`src/rtl/alu_shift_sequencer_pkg.sv`:
```
`timescale 1ns/1ps
`default_nettype none
// ============================================================================
// Module      : alu_shift_sequencer_pkg
// Description : Shared definitions for the multi-cycle shift sequencer:
//               ALU operation codes (shared with the ALU_nbit control
//               decode), sequencer state encodings, and a helper that
//               classifies an op code as one of the single-bit shift ops.
// Contents    : ALU_* op codes (4 bits), seq_state_t (2 bits),
//               is_shift_op()
// Revision    : 1.0 - initial release
// ============================================================================
package alu_shift_sequencer_pkg;

    // ALU control codes; must agree with the ALU_nbit decode.
    localparam logic [3:0] ALU_ADD  = 4'b0000;
    localparam logic [3:0] ALU_SUB  = 4'b0001;
    localparam logic [3:0] ALU_SLL  = 4'b0010;
    localparam logic [3:0] ALU_SLT  = 4'b0011;
    localparam logic [3:0] ALU_SLTU = 4'b0100;
    localparam logic [3:0] ALU_XOR  = 4'b0101;
    localparam logic [3:0] ALU_SRL  = 4'b0110;
    localparam logic [3:0] ALU_SRA  = 4'b0111;
    localparam logic [3:0] ALU_OR   = 4'b1000;
    localparam logic [3:0] ALU_AND  = 4'b1001;
    localparam logic [3:0] ALU_PASS = 4'b1111;

    // Sequencer state encoding.
    typedef enum logic [1:0] {
        ST_IDLE  = 2'd0,
        ST_SHIFT = 2'd1,
        ST_DONE  = 2'd2
    } seq_state_t;

    // True for the ops the ALU implements as a single-bit shift.
    function automatic logic is_shift_op(input logic [3:0] op);
        return (op == ALU_SLL) || (op == ALU_SRL) || (op == ALU_SRA);
    endfunction

endpackage : alu_shift_sequencer_pkg
`default_nettype wire

```
`src/rtl/alu_shift_sequencer.sv`:
```
`timescale 1ns/1ps
`default_nettype none
// ============================================================================
// Module      : alu_shift_sequencer
// Description : Multi-cycle controller that builds RV32I variable-amount
//               shifts (shamt 0..N-1) out of the ALU's shift-by-one ops.
//               While busy it owns the ALU A operand and alu_control and
//               feeds the ALU result back into its work register, one bit
//               position per cycle. Non-shift ops and shamt==0 complete in
//               a single cycle as a pass-through of the operand.
// Ports       : clk, rst        - clock (rising edge), sync active-high reset
//               start, ready    - request / accept handshake (start & ready)
//               op, operand,
//               shamt           - request payload, sampled only at accept
//               busy            - shift iteration in progress (stall)
//               done, result    - one-cycle completion pulse / held result
//               alu_a, alu_ctrl - drive the external ALU
//               alu_result      - combinational ALU output, same cycle
// Revision    : 1.0 - initial release
// ============================================================================
module alu_shift_sequencer
    import alu_shift_sequencer_pkg::*;
#(
    parameter int N       = 32,
    parameter int SHAMT_W = 5
) (
    input  logic               clk,
    input  logic               rst,
    input  logic               start,
    input  logic [3:0]         op,
    input  logic [N-1:0]       operand,
    input  logic [SHAMT_W-1:0] shamt,
    output logic               ready,
    output logic               busy,
    output logic               done,
    output logic [N-1:0]       result,
    output logic [N-1:0]       alu_a,
    output logic [3:0]         alu_ctrl,
    input  logic [N-1:0]       alu_result
);

    seq_state_t         r_state;
    logic [3:0]         r_op;
    logic [N-1:0]       r_work;
    logic [SHAMT_W-1:0] r_count;
    logic [N-1:0]       r_result;
    logic               r_ready;
    logic               r_busy;
    logic               r_done;
    logic [3:0]         r_alu_ctrl;

    // A request is taken only from IDLE or DONE; reset has priority
    // because it is handled first in the sequential block.
    logic w_accept;
    logic w_needs_shift;

    assign w_accept      = start && r_ready;
    assign w_needs_shift = is_shift_op(op) && (shamt != '0);

    // Single FSM; every output is registered alongside the state so the
    // ALU control and handshake flags change only on clock edges.
    always_ff @(posedge clk) begin
        if (rst) begin
            r_state    <= ST_IDLE;
            r_op       <= ALU_PASS;
            r_work     <= '0;
            r_count    <= '0;
            r_result   <= '0;
            r_ready    <= 1'b1;
            r_busy     <= 1'b0;
            r_done     <= 1'b0;
            r_alu_ctrl <= ALU_PASS;
        end else begin
            case (r_state)
                ST_IDLE, ST_DONE: begin
                    if (w_accept) begin
                        r_op    <= op;
                        r_work  <= operand;
                        r_count <= shamt;
                        if (w_needs_shift) begin
                            r_state    <= ST_SHIFT;
                            r_ready    <= 1'b0;
                            r_busy     <= 1'b1;
                            r_done     <= 1'b0;
                            r_alu_ctrl <= op;
                        end else begin
                            // Zero-length or non-shift request: the
                            // operand itself is the answer.
                            r_state    <= ST_DONE;
                            r_result   <= operand;
                            r_ready    <= 1'b1;
                            r_busy     <= 1'b0;
                            r_done     <= 1'b1;
                            r_alu_ctrl <= ALU_PASS;
                        end
                    end else begin
                        r_state    <= ST_IDLE;
                        r_ready    <= 1'b1;
                        r_busy     <= 1'b0;
                        r_done     <= 1'b0;
                        r_alu_ctrl <= ALU_PASS;
                    end
                end

                ST_SHIFT: begin
                    // The ALU is shifting r_work by one this cycle.
                    r_work  <= alu_result;
                    r_count <= r_count - SHAMT_W'(1);
                    if (r_count == SHAMT_W'(1)) begin
                        r_state    <= ST_DONE;
                        r_result   <= alu_result;
                        r_ready    <= 1'b1;
                        r_busy     <= 1'b0;
                        r_done     <= 1'b1;
                        r_alu_ctrl <= ALU_PASS;
                    end
                end

                default: begin
                    r_state    <= ST_IDLE;
                    r_ready    <= 1'b1;
                    r_busy     <= 1'b0;
                    r_done     <= 1'b0;
                    r_alu_ctrl <= ALU_PASS;
                end
            endcase
        end
    end

    assign ready    = r_ready;
    assign busy     = r_busy;
    assign done     = r_done;
    assign result   = r_result;
    assign alu_a    = r_work;
    assign alu_ctrl = r_alu_ctrl;

endmodule : alu_shift_sequencer
`default_nettype wire

```
`config.mk`:
```
export PLATFORM = sky130hd
export DESIGN_NAME = alu_shift_sequencer
export DESIGN_NICKNAME = d
export VERILOG_FILES = /design/src/rtl/alu_shift_sequencer_pkg.sv /design/src/rtl/alu_shift_sequencer.sv
export SDC_FILE = /design/constraint.sdc
export NUM_CORES = 1
export LEC_CHECK = 0
export ABC_AREA = 1
export BUFFER_PORTS_ARGS = -buffer_cell sky130_fd_sc_hd__buf_2
export CAP_MARGIN = 10
export CORE_UTILIZATION = 51
export DETAILED_ROUTE_END_ITERATION = 8
export PLACE_DENSITY = 0.87
export SYNTH_ARGS = -nofsm -noshare
export SYNTH_HDL_FRONTEND = slang
export SYNTH_SLANG_ARGS = --single-unit
```
`constraint.sdc`:
```
create_clock -name clk -period 2.1 [get_ports clk]
set_input_delay 0.315 -clock clk [delete_from_list [all_inputs] [get_ports clk]]
set_output_delay 0.315 -clock clk [all_outputs]
set_load 0.01 [all_outputs]
```
==> flow_metrics.env, run 1 <==
export IMPL_syn_nets=566
export IMPL_tns_ns=0
export IMPL_cp_top_family="simple AND/OR/NAND/NOR gates"
export IMPL_fill_cells=555
export IMPL_grt_overflow_total=0
export IMPL_grt_setup_unrepaired="no"
export IMPL_die_h_um=83.5
export IMPL_tritoncts="yes"
export IMPL_arrival_ns=1.97
export IMPL_status="completed"
export IMPL_cts_setup_buffers=0
export IMPL_critical_path_class="flop to flop"
export IMPL_antennaDiodeCount=0
export IMPL_area_growth_pct=29.6
export IMPL_grt_first_pass_wirelength_um=14700
export IMPL_cts_max_path_buffers=2
export IMPL_cpMaxStageDelayCell="dfxtp_1"
export IMPL_tightest_slew_ns=0.390
export IMPL_ant_nets=0
export IMPL_synth_cell_area_mm2=0.00338
export IMPL_hold_viol_final=0
export IMPL_boundaryPins=147
export IMPL_clkSlewWorstSetupHoldPaths_ns=0.08
export IMPL_setup_violations=0
export IMPL_drt_initial_drc_count=151
export IMPL_drive_gt1_share_pct=28.9
export IMPL_synthDistinctLibCells=24
export IMPL_min_period_ns=1.70
export IMPL_dpl_hpwl_um=6340
export IMPL_nets=702
export IMPL_synth_seq_area_share_pct=45.5
export IMPL_cts_root_buffer="clkbuf_8"
export IMPL_path_depth=11
export IMPL_wirelength_um=8840
export IMPL_cpPeakStageDelay_ns=0.30
export IMPL_core_area_mm2=0.00639
export IMPL_cap_viol_max_count=0
export IMPL_finalWorstSetupSlack_ns=0.400
export IMPL_cts_buffers=9
export IMPL_clock_latency_ns=0.34
export IMPL_syn_inst=488
export IMPL_worst_path_buf_inv=3
export IMPL_powerDensity_mw_per_mm2=854
export IMPL_post_cts_resized=0
export IMPL_die_width_um=83.5
export IMPL_drcViolationCount=0
export IMPL_r2r_slack_ns=0.40
export IMPL_path_common_cell="nor2_1"
export IMPL_skew_ns=0.00930
export IMPL_crit_fanout=19
export IMPL_crit_required_ns=2.37
export IMPL_firstDrtPassIters=4
export IMPL_portBuffers=146
export IMPL_num_vias=3623
export IMPL_grt_usage_pct=25.6
export IMPL_synth_seq_cells=77
export IMPL_ff2ff_path_depth=11
export IMPL_hold_buffers=0
export IMPL_final_util_pct=68.7
export IMPL_path_cells="inv_1, ha_1, inv_1, nor2_1, nand2_2, nand2_1, nand2_2, nor2_4, buf_4, nor2_1, nor2_1"
export IMPL_num_rows=29
export IMPL_die_area_mm2=0.00697
export IMPL_final_common_cell="buf_2"
export IMPL_syn_avg_cell_area_um2=6.94
export IMPL_grt_max_degree=68
export IMPL_fmax_mhz=588
export IMPL_slew_limit_headroom_pct=73.8
export IMPL_yosys_warnings=0
export IMPL_end_kind="flop"
export IMPL_fin_crit_sh_pct=81.0
export IMPL_hp_class="input pin to flop"
export IMPL_grt_antenna_before_repair=0
export IMPL_htreeDepth=3
export IMPL_pre_cts_ws_ns=0.417
export IMPL_grt_pass1_vias=3440
export IMPL_worstSetupStartpointType="flop"
export IMPL_routed_via_density=5.13
export IMPL_ir_drop_mv=0.606
export IMPL_holdWs_ns=0.217
export IMPL_drt_wirelength_per_cell_um=12.5
export IMPL_gp_congestion=0.846
export IMPL_final_cell_mix="146 x buf_2, 83 x nand2_1, 80 x nor2_1, 77 x dfxtp_1, 73 x o21ai_0"
export IMPL_holdPathStages=2
export IMPL_cts_num_sinks=77
export IMPL_power_leakage_uw=0.00237
export IMPL_finalMaxSlewViolations=0
export IMPL_initial_core_util_pct=53.0
==> sequential cells by signal, summed over array words and instances (netlist names) <==
signal and count:
alu_a 32, result 32, r_count 5, alu_ctrl 4, busy 1, done 1, r_state 1, ready 1
==> layer usage <==
layer | part of all wire [%] | global-route usage (%) | vias up
met5 | 0 | 0 | -
met4 | 2.7 | 12.0 | 0
met3 | 5.3 | 4.35 | 23
met2 | 50 | 47.2 | 133
met1 | 42 | 28.6 | 1637
li1 | - | - | 1830
==> where the power goes <==
group          leakage [uW]  internal (uW)  switching (uW)
Clock              0.000116            790             522
Sequential         0.000639           1600            76.3
Combinational       0.00162            303             451
==> per-stage QoR <==
stage               std cells  total power [uW]  area [um2]
finish                    706              3750        4390
global route              706              3940        4390
CTS                       706              3770        4390
detailed placement        690              2460        4150
global placement          690              2430        4150
floorplan                 488              2170        3380
==> worst paths after layout <==
path	to	from
hold / removal	r_count[4]	rst
setup / recovery	result[2]	r_count[1]
setup reg to reg	result[2]	r_count[1]
hold reg to reg	alu_ctrl[1]	alu_ctrl[1]
==> Yosys cell counts <==
master	instances	area, um2
buf_1	4	15.0
or2_2	1	6.26
nand2_1	83	312
a21oi_1	38	190
inv_2	3	11.3
nor3_1	1	5.00
nand4_1	2	12.5
xnor2_1	1	8.76
nor2_4	1	11.3
nand3_1	40	200
nand2_4	1	11.3
a31oi_1	1	6.26
dfxtp_1	77	1540
buf_4	1	7.51
ha_1	2	25.0
nor2_2	1	6.26
inv_1	48	180
buf_2	9	45.0
clkbuf_1	12	45.0
nor2_1	80	300
buf_6	4	45.0
nand2_2	4	25.0
a21oi_2	1	8.76
o21ai_0	73	365
==> cells by family after synthesis <==
| family | count (synthesis) | synth area share, % |
|---|---|---|
| AND/OR/NAND/NOR | 214 | 26.3 |
| XOR/XNOR | 1 | 0.259 |
| buffers and inverters | 81 | 10.3 |
| AO/OA/AOI/OAI | 113 | 16.9 |
| adder cells (fa/ha/maj) | 2 | 0.739 |
| flip-flops | 77 | 45.5 |
==> area by class of cell <==
| cell class | count | area (um2) | share of cell area (%) |
|---|---|---|---|
| sequential | 77 | 1540 | 35.1 |
| multi-input combinational | 330 | 1490 | 34.1 |
| timing repair buffer | 155 | 823 | 18.8 |
| inverter | 51 | 191 | 4.37 |
| clock buffer | 10 | 128 | 2.91 |
| clock inverter | 6 | 111 | 2.54 |
| tap | 77 | 96.3 | 2.20 |
Power figures use the tool's default switching activity.
==> run 2: changes to the inputs <==
--- a/config.mk
+++ b/config.mk
@@ -8,9 +8,9 @@
 export ABC_AREA = 1
 export BUFFER_PORTS_ARGS = -buffer_cell sky130_fd_sc_hd__buf_2
 export CAP_MARGIN = 10
-export CORE_UTILIZATION = 51
+export CORE_UTILIZATION = 43
 export DETAILED_ROUTE_END_ITERATION = 8
-export PLACE_DENSITY = 0.87
+export PLACE_DENSITY = 0.78
 export SYNTH_ARGS = -nofsm -noshare
 export SYNTH_HDL_FRONTEND = slang
 export SYNTH_SLANG_ARGS = --single-unit
==> constraint.sdc (replaced) <==
create_clock -name clk -period 1.4 [get_ports clk]
set_input_delay 0.21 -clock clk [delete_from_list [all_inputs] [get_ports clk]]
set_output_delay 0.21 -clock clk [all_outputs]
set_load 0.01 [all_outputs]
==> flow_metrics.env, run 2 (synthesis gave the netlist of run 1 again) <==
export IMPL_status="complete, but fails checks"
export IMPL_violations="negative setup slack"
export IMPL_top_layer="met4"
export IMPL_drcViolationCount=0
export IMPL_drive_gt1_share_pct=35.4
export IMPL_slew_limit_headroom_pct=74.1
export IMPL_tritoncts="yes"
export IMPL_wirelength_um=9380
export IMPL_antennaDiodeCount=0
export IMPL_holdPathStages=2
export IMPL_die_width_um=90.7
export IMPL_crit_path_start="r_count[1]"
export IMPL_num_vias=3682
export IMPL_arrival_ns=1.71
export IMPL_die_h_um=90.7
export IMPL_reg2reg_from="r_count[1]"
export IMPL_min_period_ns=1.45
export IMPL_cap_viol_max_count=0
export IMPL_ff2ff_path_depth=11
export IMPL_dp_cells=725
export IMPL_core_area_mm2=0.00745
export IMPL_tightest_slew_ns=0.384
export IMPL_grt_pass1_vias=3337
export IMPL_finalWorstSetupSlack_ns=-0.0456
export IMPL_final_area_mm2=0.00479
export IMPL_grt_max_degree=53
export IMPL_nets=719
export IMPL_cts_buffers=9
export IMPL_portBuffers=146
export IMPL_cts_num_sinks=77
export IMPL_fill_cells=656
export IMPL_r2r_end="result[1]"
export IMPL_num_rows=31
export IMPL_power_leakage_uw=0.00252
export IMPL_gp_congestion=0.791
export IMPL_area_growth_pct=41.6
export IMPL_holdWs_ns=0.131
export IMPL_endpoint="result[1]"
export IMPL_cpPeakStageDelay_ns=0.32
export IMPL_final_cell_mix="146 x buf_2, 82 x nand2_1, 79 x nor2_1, 74 x dfxtp_1, 63 x o21ai_0"
export IMPL_dr_wl_met2_um=4670
export IMPL_dpl_hpwl_um=6460
export IMPL_cts_max_path_buffers=2
export IMPL_crit_fanout=22
export IMPL_place_area_mm2=0.00432
export IMPL_crit_required_ns=1.66
export IMPL_critical_path_class="flop to flop"
export IMPL_firstDrtPassIters=5
export IMPL_initial_core_util_pct=45.4
export IMPL_final_cells=745
export IMPL_drt_wirelength_per_cell_um=12.6
export IMPL_skew_ns=0.00502
export IMPL_hp_class="input pin to flop"
export IMPL_grt_first_pass_wirelength_um=14800
export IMPL_final_common_cell="buf_2"
export IMPL_clkSlewWorstSetupHoldPaths_ns=0.08
export IMPL_path_cells="inv_2, ha_4, inv_2, nor2_2, nand2_2, nand2_2, nand2_2, nor2_4, buf_12, nor2_1, nor2_1"
export IMPL_hold_buffers=0
export IMPL_grt_overflow_total=0
export IMPL_grt_usage_pct=21.8
export IMPL_path_common_cell="nand2_2"
export IMPL_fin_total_pwr_uw=5490
export IMPL_ant_nets=0
export IMPL_drt_initial_drc_count=158
export IMPL_clock_latency_ns=0.33
export IMPL_final_util_pct=64.3
export IMPL_ir_drop_mv=0.584
export IMPL_routed_via_density=4.94
export IMPL_fmax_mhz=692
export IMPL_cts_root_buffer="clkbuf_8"
export IMPL_cpMaxStageDelayCell="dfxtp_2"
export IMPL_boundaryPins=147
export IMPL_setup_violations=32
export IMPL_fin_crit_sh_pct=103
export IMPL_grt_setup_unrepaired="yes"
export IMPL_met3_length_um=574
export IMPL_met1_length_um=4030
export IMPL_hold_viol_final=0
export IMPL_powerDensity_mw_per_mm2=1150
export IMPL_end_kind="flop"
export IMPL_finalMaxSlewViolations=0
export IMPL_r2r_slack_ns=-0.05
export IMPL_die_area_mm2=0.00823
export IMPL_worstSetupStartpointType="flop"
export IMPL_htreeDepth=3
export IMPL_grt_antenna_before_repair=0
[run 2: final cells by class]
cell class	instances	area [um2]	area share, %
Inverter	51	196	4.10
Tap cell	99	124	2.59
Clock buffer	10	128	2.66
Timing Repair Buffer	172	1100	23.0
Clock inverter	6	63.8	1.33
Multi-Input combinational cell	330	1630	34.1
Sequential cell	77	1550	32.3
[run 2: worst min-delay path by stage]
stage	start	endpoint	slack, ns
global placement	alu_ctrl[1]	alu_ctrl[1]	0.42
floorplan	rst	r_count[3]	0.28
global route	rst	r_count[4]	0.11
finish	rst	done	0.13
detailed placement	alu_ctrl[1]	alu_ctrl[1]	0.46
CTS	rst	r_count[4]	0.11
[run 2: through the flow]
stage	TNS, ns	worst slack, ns
final	-0.692	-0.0456
after global routing	-3.80	-0.156
after CTS	-0.639	-0.0448
after detailed placement	-1.08	-0.0649
after global placement	-0.0645	-0.0132
after floorplan	-0.379	-0.0127
[run 2: what timing repair did]
item | CTS | global route
cloned | 0 | 3
pin swaps | 0 | 2
setup buffers | 0 | 2
setup endpoints to repair | 32 | 42
gates resized for setup | 3 | 52
[run 2: where the power goes]
group	internal (uW)	switching (uW)	total [uW]
registers	2410	109	2520
clock network	822	804	1630
logic	597	752	1350
total	3830	1670	5490
[run 2: worst max-delay path: cells and delay by family, from the launching register on]
kind	cells	cell delay, ns
adder cells (fa/ha/maj)	1	0.13
buffers and inverters	3	0.27
flip-flops	1	0.32
AND/OR/NAND/NOR	7	0.66
[run 2: layer usage]
metal | vias to the layer above | GRT usage (%)
li1 | 1867 | -
met1 | 1675 | 25.7
met2 | 132 | 38.1
met3 | 8 | 4.71
met4 | 0 | 9.14
met5 | - | 0
==> run 3: changes to the inputs <==
==> constraint.sdc (replaced) <==
create_clock -name clk -period 1.4 [get_ports clk]
set_input_delay 0.28 -clock clk [delete_from_list [all_inputs] [get_ports clk]]
set_output_delay 0.28 -clock clk [all_outputs]
set_load 0.01 [all_outputs]
==> flow_metrics.env, run 3 (synthesis gave the netlist of run 1 again) <==
export IMPL_status="complete, but fails checks"
export IMPL_violations="negative setup slack"
export IMPL_nets=725
export IMPL_skew_ns=0.00654
export IMPL_die_width_um=90.7
export IMPL_cts_buffers=9
export IMPL_finalMaxSlewViolations=0
export IMPL_multi_input_area_mm2=0.00161
export IMPL_powerDensity_mw_per_mm2=1200
export IMPL_fmax_mhz=661
export IMPL_finalWorstSetupSlack_ns=-0.114
export IMPL_ir_drop_mv=0.618
export IMPL_routed_via_density=4.91
export IMPL_drt_initial_drc_count=185
export IMPL_grt_overflow_total=0
export IMPL_hold_viol_final=0
export IMPL_num_vias=3690
export IMPL_grt_usage_pct=22.7
export IMPL_hp_class="input pin to flop"
export IMPL_pwr_share_clk_pct=32.2
export IMPL_p_int_uw=4020
export IMPL_min_period_ns=1.51
export IMPL_cts_max_path_buffers=2
export IMPL_critical_path_class="flop to flop"
export IMPL_grt_antenna_before_repair=0
export IMPL_end_kind="flop"
export IMPL_switching_power_uw=1720
export IMPL_crit_required_ns=1.69
export IMPL_hold_buffers=0
export IMPL_cap_viol_max_count=0
export IMPL_drt_wirelength_per_cell_um=12.8
export IMPL_htreeDepth=3
export IMPL_path_cells="inv_2, ha_4, inv_2, nor2_2, nand2_2, nand2_2, nand2_4, nor2_4, buf_12, clkbuf_16, nor2_1, nor2_1"
export IMPL_antennaDiodeCount=0
export IMPL_final_util_pct=64.4
export IMPL_cts_root_buffer="clkbuf_8"
export IMPL_grt_max_degree=54
export IMPL_final_cell_mix="146 x buf_2, 82 x nand2_1, 74 x dfxtp_1, 69 x o21ai_0, 60 x nor2_1"
export IMPL_wirelength_um=9610
export IMPL_num_rows=31
export IMPL_gp_congestion=0.830
export IMPL_fill_cells=651
export IMPL_firstDrtPassIters=4
export IMPL_initial_core_util_pct=45.4
export IMPL_die_area_mm2=0.00823
export IMPL_switching_share_pct=29.9
export IMPL_area_growth_pct=41.7
export IMPL_drcViolationCount=0
export IMPL_fin_crit_sh_pct=108
export IMPL_arrival_ns=1.80
export IMPL_cpPeakStageDelay_ns=0.32
export IMPL_power_leakage_uw=0.00252
export IMPL_seq_area_mm2=0.00155
export IMPL_worst_path_buf_inv=4
export IMPL_dpl_hpwl_um=6620
export IMPL_boundaryPins=147
export IMPL_cpMaxStageDelayCell="dfxtp_2"
export IMPL_crit_fanout=6
export IMPL_final_common_cell="buf_2"
export IMPL_worstSetupStartpointType="flop"
export IMPL_core_area_mm2=0.00745
export IMPL_grt_pass1_vias=3445
export IMPL_portBuffers=146
export IMPL_holdWs_ns=0.179
export IMPL_cts_num_sinks=77
export IMPL_grt_first_pass_wirelength_um=15100
export IMPL_clkSlewWorstSetupHoldPaths_ns=0.08
export IMPL_drive_gt1_share_pct=36.0
export IMPL_seq_power_share_pct=44.0
export IMPL_grt_setup_unrepaired="yes"
export IMPL_setup_violations=32
export IMPL_combPwrFrac_pct=23.8
export IMPL_tritoncts="yes"
export IMPL_tightest_slew_ns=0.320
export IMPL_clock_latency_ns=0.35
export IMPL_cp_top_family="simple AND/OR/NAND/NOR gates"
export IMPL_fin_total_pwr_uw=5750
export IMPL_ant_nets=0
export IMPL_slew_limit_headroom_pct=78.4
export IMPL_pre_cts_ws_ns=-0.0451
export IMPL_tns_ns=-2.71
export IMPL_die_h_um=90.7
==> run 3: changes by cell type in the layout (fill, tap and decap cells not counted), moves of 2 or more <==
| cell | previous run | this run |
|---|---|---|
| nor2_1 | 79 | 60 |
| nand3_1 | 21 | 39 |
| nand3_2 | 18 | 0 |
| nor2_2 | 2 | 16 |
| buf_4 | 10 | 20 |
| o21ai_0 | 63 | 69 |
| nor2_4 | 1 | 6 |
| o21ai_1 | 9 | 4 |
| buf_8 | 3 | 1 |
==> run 3: routing by layer <==
layer	GRT usage [%]	part of all wire [%]	vias to the layer above
li1	-	-	1882
met1	25.0	42	1656
met2	40.2	50	131
met3	6.23	6.3	21
met4	10.9	2.3	0
met5	0	0	-
==> run 3: path summary, 6_finish.rpt <==
check | start | end | slack [ns] | cells past startpoint
setup / recovery | r_count[1] | result[30] | -0.11 | 12
hold / removal | rst | done | 0.18 | 2
setup reg to reg | r_count[1] | result[30] | -0.11 | 12
hold reg to reg | alu_ctrl[1] | alu_ctrl[1] | 0.46 | 1
==> run 3: repair_timing <==
item | 4_1_cts | 5_1_grt
setup buffers | 4 | 3
setup endpoints to repair | 33 | 42
resized for setup | 9 | 41
cloned | 1 | 3
pin swaps | 0 | 34
==> run 3: area by class of cell <==
cell class,count,share of cell area (%)
timing repair buffer,178,23.1
clock inverter,6,1.80
clock buffer,10,2.66
sequential,77,32.2
inverter,51,4.04
tap,99,2.58
multi-input combinational,330,33.6
==> run 3: power groups by stage <==
stage / sequential (uW) / combinational, uW / clock, uW
floorplan: 2650 / 595 / 0
global placement: 2560 / 1180 / 0
detailed placement: 2560 / 1210 / 0
CTS: 2510 / 1270 / 1880
global route: 2560 / 1520 / 1990
finish: 2530 / 1370 / 1850
==> run 3: worst register-to-register path: cells and delay by family (launching register included) <==
kind	cells	cell delay (ns)
DFF	1	0.32
and+or+nand+nor	7	0.60
adders and majority gates	1	0.13
buffers and inverters	4	0.39
==> run 3: stage by stage <==
step	cells	area, um2
global route	751	4790
finish	751	4790
CTS	748	4620
floorplan	488	3380
global placement	727	4340
detailed placement	727	4340
